[config.mk]
export PLATFORM = sky130hd
export DESIGN_NAME = multicycle_ctrl
export DESIGN_NICKNAME = d
export VERILOG_FILES = /design/src/rtl/multicycle_ctrl.sv
export SDC_FILE = /design/constraint.sdc
export NUM_CORES = 1
export LEC_CHECK = 0
export ABC_AREA = 1
export ABC_CLOCK_PERIOD_IN_PS = 2740
export BUFFER_PORTS_ARGS = -buffer_cell sky130_fd_sc_hd__buf_2
export CAP_MARGIN = 20
export CORE_AREA = 2 2 39 41
export CTS_CLUSTER_DIAMETER = 200
export DETAILED_ROUTE_END_ITERATION = 10
export DIE_AREA = 0 0 41 43
export PLACE_DENSITY = 0.77
export SYNTH_ARGS = -nofsm -noshare
export SYNTH_HDL_FRONTEND = slang
export SYNTH_SLANG_ARGS = --single-unit
[constraint.sdc]
create_clock -name clk -period 2.74 [get_ports clk]
set_input_delay 0.548 -clock clk [delete_from_list [all_inputs] [get_ports clk]]
set_output_delay 0.548 -clock clk [all_outputs]
set_load 0.005 [all_outputs]
[src/rtl/multicycle_ctrl.sv]
// Multicycle processor control unit: fetch/decode/execute sequencer with
// memory handshake. Outputs are decoded combinationally from the current
// state, the opcode and the zero / mem_ready inputs; only the state is held
// in a register.
//
// state  | meaning
// -------+-------------------------------------------------------------
// FETCH  | 0  read instruction at PC, load IR and PC+4 on mem_ready
// DECODE | 1  register read, branch target into ALUOut
// MEMADR | 2  effective address for LW/SW
// MEMRD  | 3  data read at ALUOut, wait for mem_ready
// MEMWB  | 4  memory data into rt
// MEMWR  | 5  data write at ALUOut, wait for mem_ready
// REXEC  | 6  R-type ALU operation
// IEXEC  | 7  ADDI/SUBI ALU operation
// ALUWB  | 8  ALUOut into rd (R-type) or rt (immediate)
// BRANCH | 9  compare A and B, conditional PC load from ALUOut
// JUMP   | A  PC load from jump target
// JAL    | B  PC load from jump target, link PC into r31
// HALT   | F  illegal opcode seen, stuck until reset
module multicycle_ctrl (
    input  logic       clk,
    input  logic       reset_n,
    input  logic [4:0] op,
    input  logic       zero,
    input  logic       mem_ready,
    output logic       mem_req,
    output logic       iord,
    output logic       memwrite,
    output logic       irwrite,
    output logic       pcen,
    output logic [1:0] pcsrc,
    output logic       alusrca,
    output logic [1:0] alusrcb,
    output logic [1:0] aluop,
    output logic       regwrite,
    output logic [1:0] regdst,
    output logic [1:0] wbsel,
    output logic       illegal,
    output logic [3:0] state
);

    typedef enum logic [3:0] {
        S_FETCH  = 4'h0,
        S_DECODE = 4'h1,
        S_MEMADR = 4'h2,
        S_MEMRD  = 4'h3,
        S_MEMWB  = 4'h4,
        S_MEMWR  = 4'h5,
        S_REXEC  = 4'h6,
        S_IEXEC  = 4'h7,
        S_ALUWB  = 4'h8,
        S_BRANCH = 4'h9,
        S_JUMP   = 4'hA,
        S_JAL    = 4'hB,
        S_HALT   = 4'hF
    } state_t;

    localparam logic [4:0] OP_ADDI = 5'b11000;
    localparam logic [4:0] OP_SUBI = 5'b11001;
    localparam logic [4:0] OP_LW   = 5'b11010;
    localparam logic [4:0] OP_SW   = 5'b11011;
    localparam logic [4:0] OP_BEQ  = 5'b11100;
    localparam logic [4:0] OP_BNE  = 5'b11101;
    localparam logic [4:0] OP_J    = 5'b00000;
    localparam logic [4:0] OP_JAL  = 5'b00111;

    state_t cur;
    state_t nxt;

    logic is_addi, is_subi, is_lw, is_sw, is_beq, is_bne, is_j, is_jal, is_rtype;

    assign is_addi  = (op == OP_ADDI);
    assign is_subi  = (op == OP_SUBI);
    assign is_lw    = (op == OP_LW);
    assign is_sw    = (op == OP_SW);
    assign is_beq   = (op == OP_BEQ);
    assign is_bne   = (op == OP_BNE);
    assign is_j     = (op == OP_J);
    assign is_jal   = (op == OP_JAL);
    assign is_rtype = (op[4:3] == 2'b01);

    assign state = cur;

    // Next-state selection; memory states advance only on mem_ready.
    always_comb begin
        nxt = cur;
        case (cur)
            S_FETCH:  nxt = mem_ready ? S_DECODE : S_FETCH;
            S_DECODE: begin
                if (is_lw || is_sw)          nxt = S_MEMADR;
                else if (is_addi || is_subi) nxt = S_IEXEC;
                else if (is_rtype)           nxt = S_REXEC;
                else if (is_beq || is_bne)   nxt = S_BRANCH;
                else if (is_j)               nxt = S_JUMP;
                else if (is_jal)             nxt = S_JAL;
                else                         nxt = S_HALT;
            end
            // op is stable here, so the fallback to FETCH is unreachable
            S_MEMADR: nxt = is_lw ? S_MEMRD : (is_sw ? S_MEMWR : S_FETCH);
            S_MEMRD:  nxt = mem_ready ? S_MEMWB : S_MEMRD;
            S_MEMWR:  nxt = mem_ready ? S_FETCH : S_MEMWR;
            S_REXEC:  nxt = S_ALUWB;
            S_IEXEC:  nxt = S_ALUWB;
            S_MEMWB:  nxt = S_FETCH;
            S_ALUWB:  nxt = S_FETCH;
            S_BRANCH: nxt = S_FETCH;
            S_JUMP:   nxt = S_FETCH;
            S_JAL:    nxt = S_FETCH;
            S_HALT:   nxt = S_HALT;
            default:  nxt = S_FETCH;
        endcase
    end

    // State register with synchronous reset back to FETCH.
    always_ff @(posedge clk) begin
        if (!reset_n) cur <= S_FETCH;
        else          cur <= nxt;
    end

    // Datapath controls per state; strobes are forced low while reset is held
    // so an access in flight is abandoned without a write or PC update.
    always_comb begin
        mem_req  = 1'b0;
        iord     = 1'b0;
        memwrite = 1'b0;
        irwrite  = 1'b0;
        pcen     = 1'b0;
        pcsrc    = 2'b00;
        alusrca  = 1'b0;
        alusrcb  = 2'b00;
        aluop    = 2'b00;
        regwrite = 1'b0;
        regdst   = 2'b00;
        wbsel    = 2'b00;
        illegal  = 1'b0;
        case (cur)
            S_FETCH: begin
                mem_req = 1'b1;
                if (mem_ready) begin
                    irwrite = 1'b1;
                    pcen    = 1'b1;
                    alusrcb = 2'b01;
                end
            end
            S_DECODE: alusrcb = 2'b11;
            S_MEMADR: begin
                alusrca = 1'b1;
                alusrcb = 2'b10;
            end
            S_MEMRD: begin
                mem_req = 1'b1;
                iord    = 1'b1;
            end
            S_MEMWB: begin
                regwrite = 1'b1;
                wbsel    = 2'b01;
            end
            S_MEMWR: begin
                mem_req  = 1'b1;
                iord     = 1'b1;
                memwrite = 1'b1;
            end
            S_REXEC: begin
                alusrca = 1'b1;
                aluop   = 2'b10;
            end
            S_IEXEC: begin
                alusrca = 1'b1;
                alusrcb = 2'b10;
                aluop   = is_subi ? 2'b11 : 2'b00;
            end
            S_ALUWB: begin
                regwrite = 1'b1;
                regdst   = is_rtype ? 2'b01 : 2'b00;
            end
            S_BRANCH: begin
                alusrca = 1'b1;
                aluop   = 2'b11;
                pcsrc   = 2'b01;
                pcen    = is_bne ? ~zero : zero;
            end
            S_JUMP: begin
                pcsrc = 2'b10;
                pcen  = 1'b1;
            end
            S_JAL: begin
                pcsrc    = 2'b10;
                pcen     = 1'b1;
                regwrite = 1'b1;
                regdst   = 2'b10;
                wbsel    = 2'b10;
            end
            S_HALT:  illegal = 1'b1;
            default: ;
        endcase
        if (!reset_n) begin
            mem_req  = 1'b0;
            memwrite = 1'b0;
            irwrite  = 1'b0;
            pcen     = 1'b0;
            regwrite = 1'b0;
        end
    end

endmodule

==> results of run 1 <==
metal layers:
metal  up-vias  share of wire (%)
met5         -                  0
met4         0                  0
met3         0                4.6
met2        25                 50
met1       320                 45
li1        401                  -
tightest hold or removal path, stage by stage:
cell and delay, ps:
sky130_fd_sc_hd__buf_2 120, sky130_fd_sc_hd__nand2_1 60, sky130_fd_sc_hd__inv_1 40
area by class of cell:
cell class / instances / area, sq um / area share, %
multi-input cells: 80 / 385 / 51.5
repair buffers: 30 / 150 / 20.1
flip-flops and latches: 4 / 80.1 / 10.7
clock buffers: 3 / 22.5 / 3.01
well taps: 16 / 20.0 / 2.68
inverters: 24 / 90.1 / 12.0
final timing paths:
check / start / endpoint / slack (ps) / depth (start not counted)
worst max register to register: state[1]$_SDFF_PN0_ / state[2]$_SDFF_PN0_ / 1520 / 9
worst min-delay path: reset_n / state[0]$_SDFF_PN0_ / 560 / 3
worst min register to register: state[2]$_SDFF_PN0_ / state[3]$_SDFF_PN0_ / 710 / 4
worst max-delay path: state[3]$_SDFF_PN0_ / pcen / 770 / 6
per-stage QoR:
step                power (uW)  std cells  utilization (%)  hold WS, ps  worst slack [ps]
global placement           214        154             52.4          720               857
global route               313        157             54.1          591               622
finish                     284        157             54.1          561               770
floorplan                  165        109                -          646              1110
detailed placement         216        154             52.4          707               833
CTS                        291        157             54.1          552               753
power by group through the flow:
| stage | logic (uW) | registers [uW] | clock network [uW] |
|---|---|---|---|
| floorplan | 86.1 | 78.6 | 0 |
| global placement | 135 | 79.9 | 0 |
| detailed placement | 136 | 79.6 | 0 |
| CTS | 137 | 78.6 | 75.9 |
| global route | 157 | 79.7 | 76.7 |
| finish | 136 | 78.4 | 70.0 |
cells in the final DEF, fill, tap and decap left out:
| cell type | synthesis | layout |
|---|---|---|
| sky130_fd_sc_hd__dfxtp_1 | 4 | 4 |
| sky130_fd_sc_hd__o21ai_1 | 3 | 3 |
| sky130_fd_sc_hd__a21o_1 | 1 | 1 |
| sky130_fd_sc_hd__o211ai_1 | 1 | 1 |
| sky130_fd_sc_hd__nor3_1 | 2 | 2 |
| sky130_fd_sc_hd__nand2_2 | 5 | 5 |
| sky130_fd_sc_hd__nand3_2 | 1 | 1 |
| sky130_fd_sc_hd__a21oi_1 | 5 | 5 |
| sky130_fd_sc_hd__inv_1 | 19 | 19 |
| sky130_fd_sc_hd__nand4_1 | 1 | 1 |
| sky130_fd_sc_hd__nor2_2 | 4 | 4 |
| sky130_fd_sc_hd__inv_2 | 5 | 5 |
| sky130_fd_sc_hd__nor2_1 | 18 | 18 |
| sky130_fd_sc_hd__clkbuf_4 | 0 | 3 |
| sky130_fd_sc_hd__o21ai_0 | 1 | 1 |
| sky130_fd_sc_hd__nor2_4 | 2 | 2 |
| sky130_fd_sc_hd__nand3_1 | 14 | 14 |
| sky130_fd_sc_hd__nand2_1 | 22 | 22 |
| sky130_fd_sc_hd__buf_2 | 0 | 30 |
cells by family after synthesis:
| logic type | after synthesis | share of synthesized area (%) |
|---|---|---|
| AO/OA/AOI/OAI | 11 | 10.7 |
| buffers and inverters | 25 | 17.3 |
| flip-flops | 4 | 14.2 |
| AND/OR/NAND/NOR | 69 | 57.8 |
==> results.txt, run 1 <==
The aggregate global-route resource usage came out at 18.9%. The critical path's top delay family is flip-flops. The critical path in this run is classified as reg2out.

The layout cell share with drive strength beyond 1 is 35.5%. The maximum clock skew at final layout came out at 1.26 ps. The total of max-cap violations came out at 0. The layer with the highest usage is met2. Of the total power, the share spent switching nets is 40.5%. Across the VDD grid, the largest voltage drop is 0.295 mV. Setup violations remaining at the end of the flow were counted as 0. The routing usage on met3 came out at 3.14%. The combined area of all synthesized cells is 563 sq um.

The maximum root-to-sink buffer count is 2. The number of instances in the synthesized netlist is 109. In this design, the stage delay of the slowest critical-path cell is 390 ps.

Dividing the synthesized area by the synthesized cell count gives 5.17 sq um. The total routed wirelength is 1450 um. The floorplan row count came out at 14. The per-cell routed wire length came out at 9.21 um. Yosys instantiated no cell more often than sky130_fd_sc_hd__nand2_1. The number of filler cells placed in the layout came out at 152. The instance area after placement came out at 726 sq um. Subtracting the final worst setup slack from the clock period gives 1970 ps. STA classifies the critical path endpoint as an output port. The sequential cell fraction of total power came out at 27.6%. The final number of hold-violating endpoints is 0.

Setup repair after global routing left no endpoint under its margin. The via count of the first global-routing pass is 601. Combinational logic is responsible for 47.8% of the overall power.

The count of buffers from port buffering came out at 30. Entering global routing, the biggest net connects 8 pins. The height of the die came out at 43 um. The data arrival time at the worst-slack endpoint came out at 1420 ps.

The first-iteration detailed-routing DRC count came out at 13. TritonCTS built the clock tree. The required arrival time at the worst endpoint came out at 2190 ps. The max-slew violation count is 0. The slew at the pin with the worst max-slew slack came out at 339 ps. The global-route wire length before repair is 2310 um. For this run, the leading register cell type out of synthesis is sky130_fd_sc_hd__dfxtp_1.

The register with the most flip-flops in the layout has 4 of them. The share of flip-flops with an asynchronous set or reset after synthesis came out at 0%. The commonest cells after synthesis are sky130_fd_sc_hd__nand2_1, sky130_fd_sc_hd__inv_1, sky130_fd_sc_hd__nor2_1. The post-cts sizing count is 0. The synthesized design contains 0 enable-type register cells. The antenna violation net count after detailed routing is 0. The tree is rooted in a sky130_fd_sc_hd__clkbuf_4. STA classifies the critical path startpoint as a flop.

The clock sink count came out at 4. The core area came out at 1380 sq um. Based on the critical path, the design can be clocked at up to 508 MHz. The number of buffers created by CTS is 3.

The area enclosed by the die boundary came out at 1760 sq um. The cell type contributing the most total cell area after synthesis is sky130_fd_sc_hd__nand2_1. The number of buffers added for setup after CTS is 0. Clock-pin slew was measured on the worst setup and hold paths at 40 ps. The worst-path maximum fanout came out at 7. The routed layout has 746 vias. After synthesis, the cell types taking the most area are sky130_fd_sc_hd__nand2_1, sky130_fd_sc_hd__dfxtp_1, sky130_fd_sc_hd__inv_1. The total congestion overflow is 0. The clock reaches the later pin of the worst-skew pair after 230 ps. Dividing total power by cell area gives a power density of 380 nW/um^2. Together, buffers and inverters on the worst path number 2.

The initial utilization of the core area, before any placement, comes to 40.7%. The number of I/O pins is 31. The portion of total power attributed to the clock network came out at 24.6%. The total number of H-tree levels is 1.

The number of antenna cells inserted came out at 0. Global routing consumed, on the met1 layer, 24.1% of the routing resources. After synthesis, the largest area contributor takes up 14.7% of total cell area. The headroom to the max-slew limit is 77.4%. The portion of the clock cycle consumed by the worst path in the final layout is 71.9%.

The class of the tightest hold or removal check is in2reg. The cell-internal power is 169 uW. The global routing usage on met2 is 29.7%.

At the end of the flow, the number of nets in the layout was 152. In this run, post-CTS hold repair placed 0 buffers. The count of warnings emitted by yosys came out at 0. The number of vias per cell came out at 4.75. The area growth from synthesis to final layout came out at 32.9%. The initial antenna violation count is 0.

The leakage power figure came out at 0.000494 uW. From left edge to right edge, the die measures 41 um. The run finished with clean final reports. The critical path goes through nor2_2 > nand3_1 > o21ai_1 > inv_1 > a21oi_1 > buf_2. After detailed routing, the number of remaining DRC violations is 0. The first-pass detailed-route iteration total came out at 5. The HPWL after detailed placement came out at 1260 um. The number of distinct standard cells referenced by the synthesized netlist is 18.

The summed area of non-filler cells in the final layout came out at 748 sq um. The setup TNS after final layout is 0 ps. The total nets after synthesis is 118. The sequential-to-total area share from yosys stat came out at 14.2%.

The global placer's final weighted congestion is 0.877. The cell with the largest stage delay on the worst path is sky130_fd_sc_hd__dfxtp_1. The net switching power came out at 115 uW. The count of state elements after synthesis is 4.
(Power assumes the default switching activity.)
==> inputs of run 2 (changes only) <==
ABC_AREA = 0   (was 1)
ABC_CLOCK_PERIOD_IN_PS = 1770   (was 2740)
CORE_AREA = 2 2 44 46   (was 2 2 39 41)
DIE_AREA = 0 0 46 48   (was 0 0 41 43)
PLACE_DENSITY = 0.73   (was 0.77)
clock period = 1.77 ns   (was 2.74 ns; I/O delays follow)
==> run 2 against run 1 <==
First-iteration DRC count increased to 2.8 times the previous value. Critical path type unchanged. Clock power increased by 59%. Final area increased by 34%. Count of clock-buffer cells in the layout unchanged.
==> results.txt, run 2 <==
The run finished with clean final reports. The number of instances in the placed design was 154 (unchanged). STA classifies the critical path startpoint as a flop. The first-pass detailed-route iteration total is 4 (-1). The type of the worst setup path is reg2out.

The via count of the first global-routing pass came out at 699 (+16%). The worst-path maximum fanout is 13 (+6). The cell with the most instances after synthesis is sky130_fd_sc_hd__nor2_1. The setup slack of the critical path after layout came out at 46.4 ps (-723 ps). The number of buffers added to fix hold violations after cts is 0 (unchanged). The count of buffers from port buffering came out at 30 (unchanged). The floorplan row count is 15 (+1).

The number of vias per cell came out at 5.92 (+25%). The clock slew at the register clock pins of the worst setup and hold paths came out at 30 ps (about the same). The final layout net count is 157 (+3.3%). The count of warnings emitted by yosys is 0 (unchanged). By count the netlist is led by sky130_fd_sc_hd__nor2_1, sky130_fd_sc_hd__a21oi_1, sky130_fd_sc_hd__nor3_1. The worst register-to-register path ends at state[0]$_SDFF_PN0_. The clock sink count is 4 (unchanged). By area the synthesized netlist is led by sky130_fd_sc_hd__dfxtp_1, sky130_fd_sc_hd__nor2_1, sky130_fd_sc_hd__buf_6. The count of state elements after synthesis came out at 4 (unchanged). The aggregate global-route resource usage is 18.4% (-0.49 points). The peak supply drop came to 0.409 mV (+39%). The floorplan die width is 46 um (+12%).

The final period demand of the worst path is 1720 ps. The class of the tightest hold or removal check is in2reg. The worst-skew pair later-pin latency came to 230 ps (about the same). The root cell of the clock tree is sky130_fd_sc_hd__clkbuf_4. The first-iteration detailed-routing DRC count came out at 36 (+23). The cell depth of the worst min-delay path came out at 3 (unchanged). The worst slack at placement was 123 ps (-710 ps). The synthesized design spends more area on one cell type than any other, namely sky130_fd_sc_hd__dfxtp_1. The number of instances in the synthesized netlist was 105 (-3.7%). The total routed wirelength came out at 2280 um (+57%). The portion of the clock cycle consumed by the worst path in the final layout came out at 97.4%. The number of flip-flops in the largest register came out at 4 (unchanged). The headroom to the max-slew limit is 81.8% (+4.4 points). The power per standard cell area is 968 nW/um^2 (+150%). The total of max-cap violations is 0 (unchanged). The height of the die was 48 um (+12%). The remaining design rule violation count is 0 (unchanged). The starting density of the core is 41.4% (+0.72 points).

The data arrival time at the worst-slack endpoint is 1370 ps (-50 ps). The maximum clock skew at final layout is 2.81 ps (+1.55 ps). The global-route wire length before repair came out at 2930 um (+27%). The number of antenna cells inserted was 0 (unchanged).

The initial antenna violation count came out at 0 (unchanged). The largest net degree at the start of global routing was 14 (+6). The layout cell share with drive strength beyond 1 came to 47.9% (+12 points). The sequential-to-total area share from yosys stat was 11.4% (-2.8 points). The combined area of all synthesized cells was 699 sq um (+24%).

The mean area per synthesized cell came out at 6.66 sq um (+29%). The HPWL after detailed placement came out at 1560 um (+24%). The leakage power figure is 0.000479 uW (-2.9%). The worst register-to-register path begins at state[0]$_SDFF_PN0_. In the synthesized netlist the dominant register cell turns out to be sky130_fd_sc_hd__dfxtp_1.

The antenna violation net count after detailed routing is 0 (unchanged). The slew at the pin with the worst max-slew slack came to 271 ps (-67.4 ps). The number of I/O pins is 31 (unchanged). The fmax came out at 580 MHz. The number of cells on the worst reg-to-reg path is 7 (-2). The area enclosed by the die boundary is 2210 sq um (+25%). The library cells used most frequently in the layout, excluding fill and tap cells, are sky130_fd_sc_hd__buf_2, sky130_fd_sc_hd__buf_4, sky130_fd_sc_hd__nor2_1.

The worst hold path terminates at state[1]$_SDFF_PN0_. The number of non-filler instances in the completed layout is 163 (+3.8%). The area growth from synthesis to final layout came out at 43.6%. STA classifies the critical path endpoint as an output port.

The number of distinct standard cells referenced by the synthesized netlist came to 43 (+25). The number of flops mapped to enable cells by yosys came out at 0 (unchanged). The required arrival time at the worst endpoint came out at 1420 ps (-770 ps). The core area was 1690 sq um (+22%). The register-to-register setup slack came out at 150 ps (-1370 ps).

The per-cell routed wire length came to 14.0 um (+52%). The final setup violation count came out at 0 (unchanged). The max-slew violation count came to 0 (unchanged). Setup repair after global routing left no endpoint under its margin. The number of buffers created by CTS is 3 (unchanged). The total congestion overflow came out at 0 (unchanged). The share of flip-flops with an asynchronous set or reset after synthesis is 0% (unchanged). The most common library cell in the layout ignoring fill and taps is sky130_fd_sc_hd__buf_2. The total nets after synthesis is 114 (-3.4%). The final number of hold-violating endpoints came to 0 (unchanged). The maximum root-to-sink buffer count came to 2 (unchanged). The fraction of synthesized cell area taken by the top area cell type is 11.4% (-3.2 points). The worst min-delay path startpoint is op[0]. The global placer's final weighted congestion is 0.842 (-4.0%).

The total via count in the routed design is 965 (+29%). TritonCTS built the clock tree. The setup TNS after final layout is 0 ps (unchanged).

The total number of H-tree levels was 1 (unchanged).
## run 2: cell types whose count changed after synthesis, sizes merged, moves of 6 or more
cell,change
nand2,-22
buf,+6
nor3,+7
nor2,-9
inv,-17
nand3,-13
## run 2: routing by layer
layer | GRT usage, % | part of all wire [%] | vias to the layer above
met5 | 0 | 0 | -
met4 | 6.86 | 3.5 | 0
met3 | 3.40 | 6.0 | 10
met2 | 32.2 | 49 | 49
met1 | 22.3 | 42 | 444
li1 | - | - | 462
## run 2: cell type report
type                    instances  area [sq um]
fillers                       162           684
inverters                       7          26.3
flip-flops and latches          4          92.6
repair buffers                 46           275
multi-input cells              86           567
clock buffers                   3          22.5
well taps                      17          21.3
## run 2: per-stage QoR
stage | total power (uW) | hold WS [ps] | cell area [sq um] | utilization, %
after floorplan | 525 | 536 | 699 | -
after detailed placement | 701 | 612 | 873 | 51.7
final | 973 | 481 | 1000 | 59.5
after CTS | 826 | 470 | 905 | 53.6
after global placement | 693 | 618 | 873 | 51.7
after global routing | 1050 | 490 | 1000 | 59.5
## run 2: critical path, cell delays in order, from the launching register on
cell and delay (ps):
sky130_fd_sc_hd__dfxtp_4 380, sky130_fd_sc_hd__buf_4 170, sky130_fd_sc_hd__nor2_2 180, sky130_fd_sc_hd__nand3_1 130, sky130_fd_sc_hd__a21oi_1 140, sky130_fd_sc_hd__buf_2 130
## run 2: repair_timing
action                                  4_1_cts  5_1_grt
buffers inserted                              0        6
endpoints found under the setup margin       10        7
resized for setup                             5       16
pin swaps                                     0        2
## run 2: power by group
part           switching, uW  internal (uW)  total [uW]
combinational            349            336         684
clock                   35.4           75.7         111
sequential              55.6            122         177
total                    440            533         973
## run 2: logic make-up after synthesis
logic type / after synthesis / share of synthesized area [%]
multiplexers: 1 / 1.43
AND/OR/NAND/NOR: 53 / 42.9
XOR/XNOR: 3 / 3.76
flip-flops: 4 / 11.4
buffers and inverters: 15 / 14.1
AO/OA/AOI/OAI: 29 / 26.3
## run 2: worst max-delay path by stage
stage,to,depth (start not counted),slack [ps],startpoint
after floorplan,wbsel[1],6,350,state[2]$_SDFF_PN0_
after detailed placement,mem_req,5,120,state[2]$_SDFF_PN0_
final,regwrite,5,50,state[2]$_SDFF_PN0_
after global placement,aluop[0],6,170,op[1]
after global routing,mem_req,5,0.04,state[2]$_SDFF_PN0_
after CTS,pcen,5,1,state[1]$_SDFF_PN0_
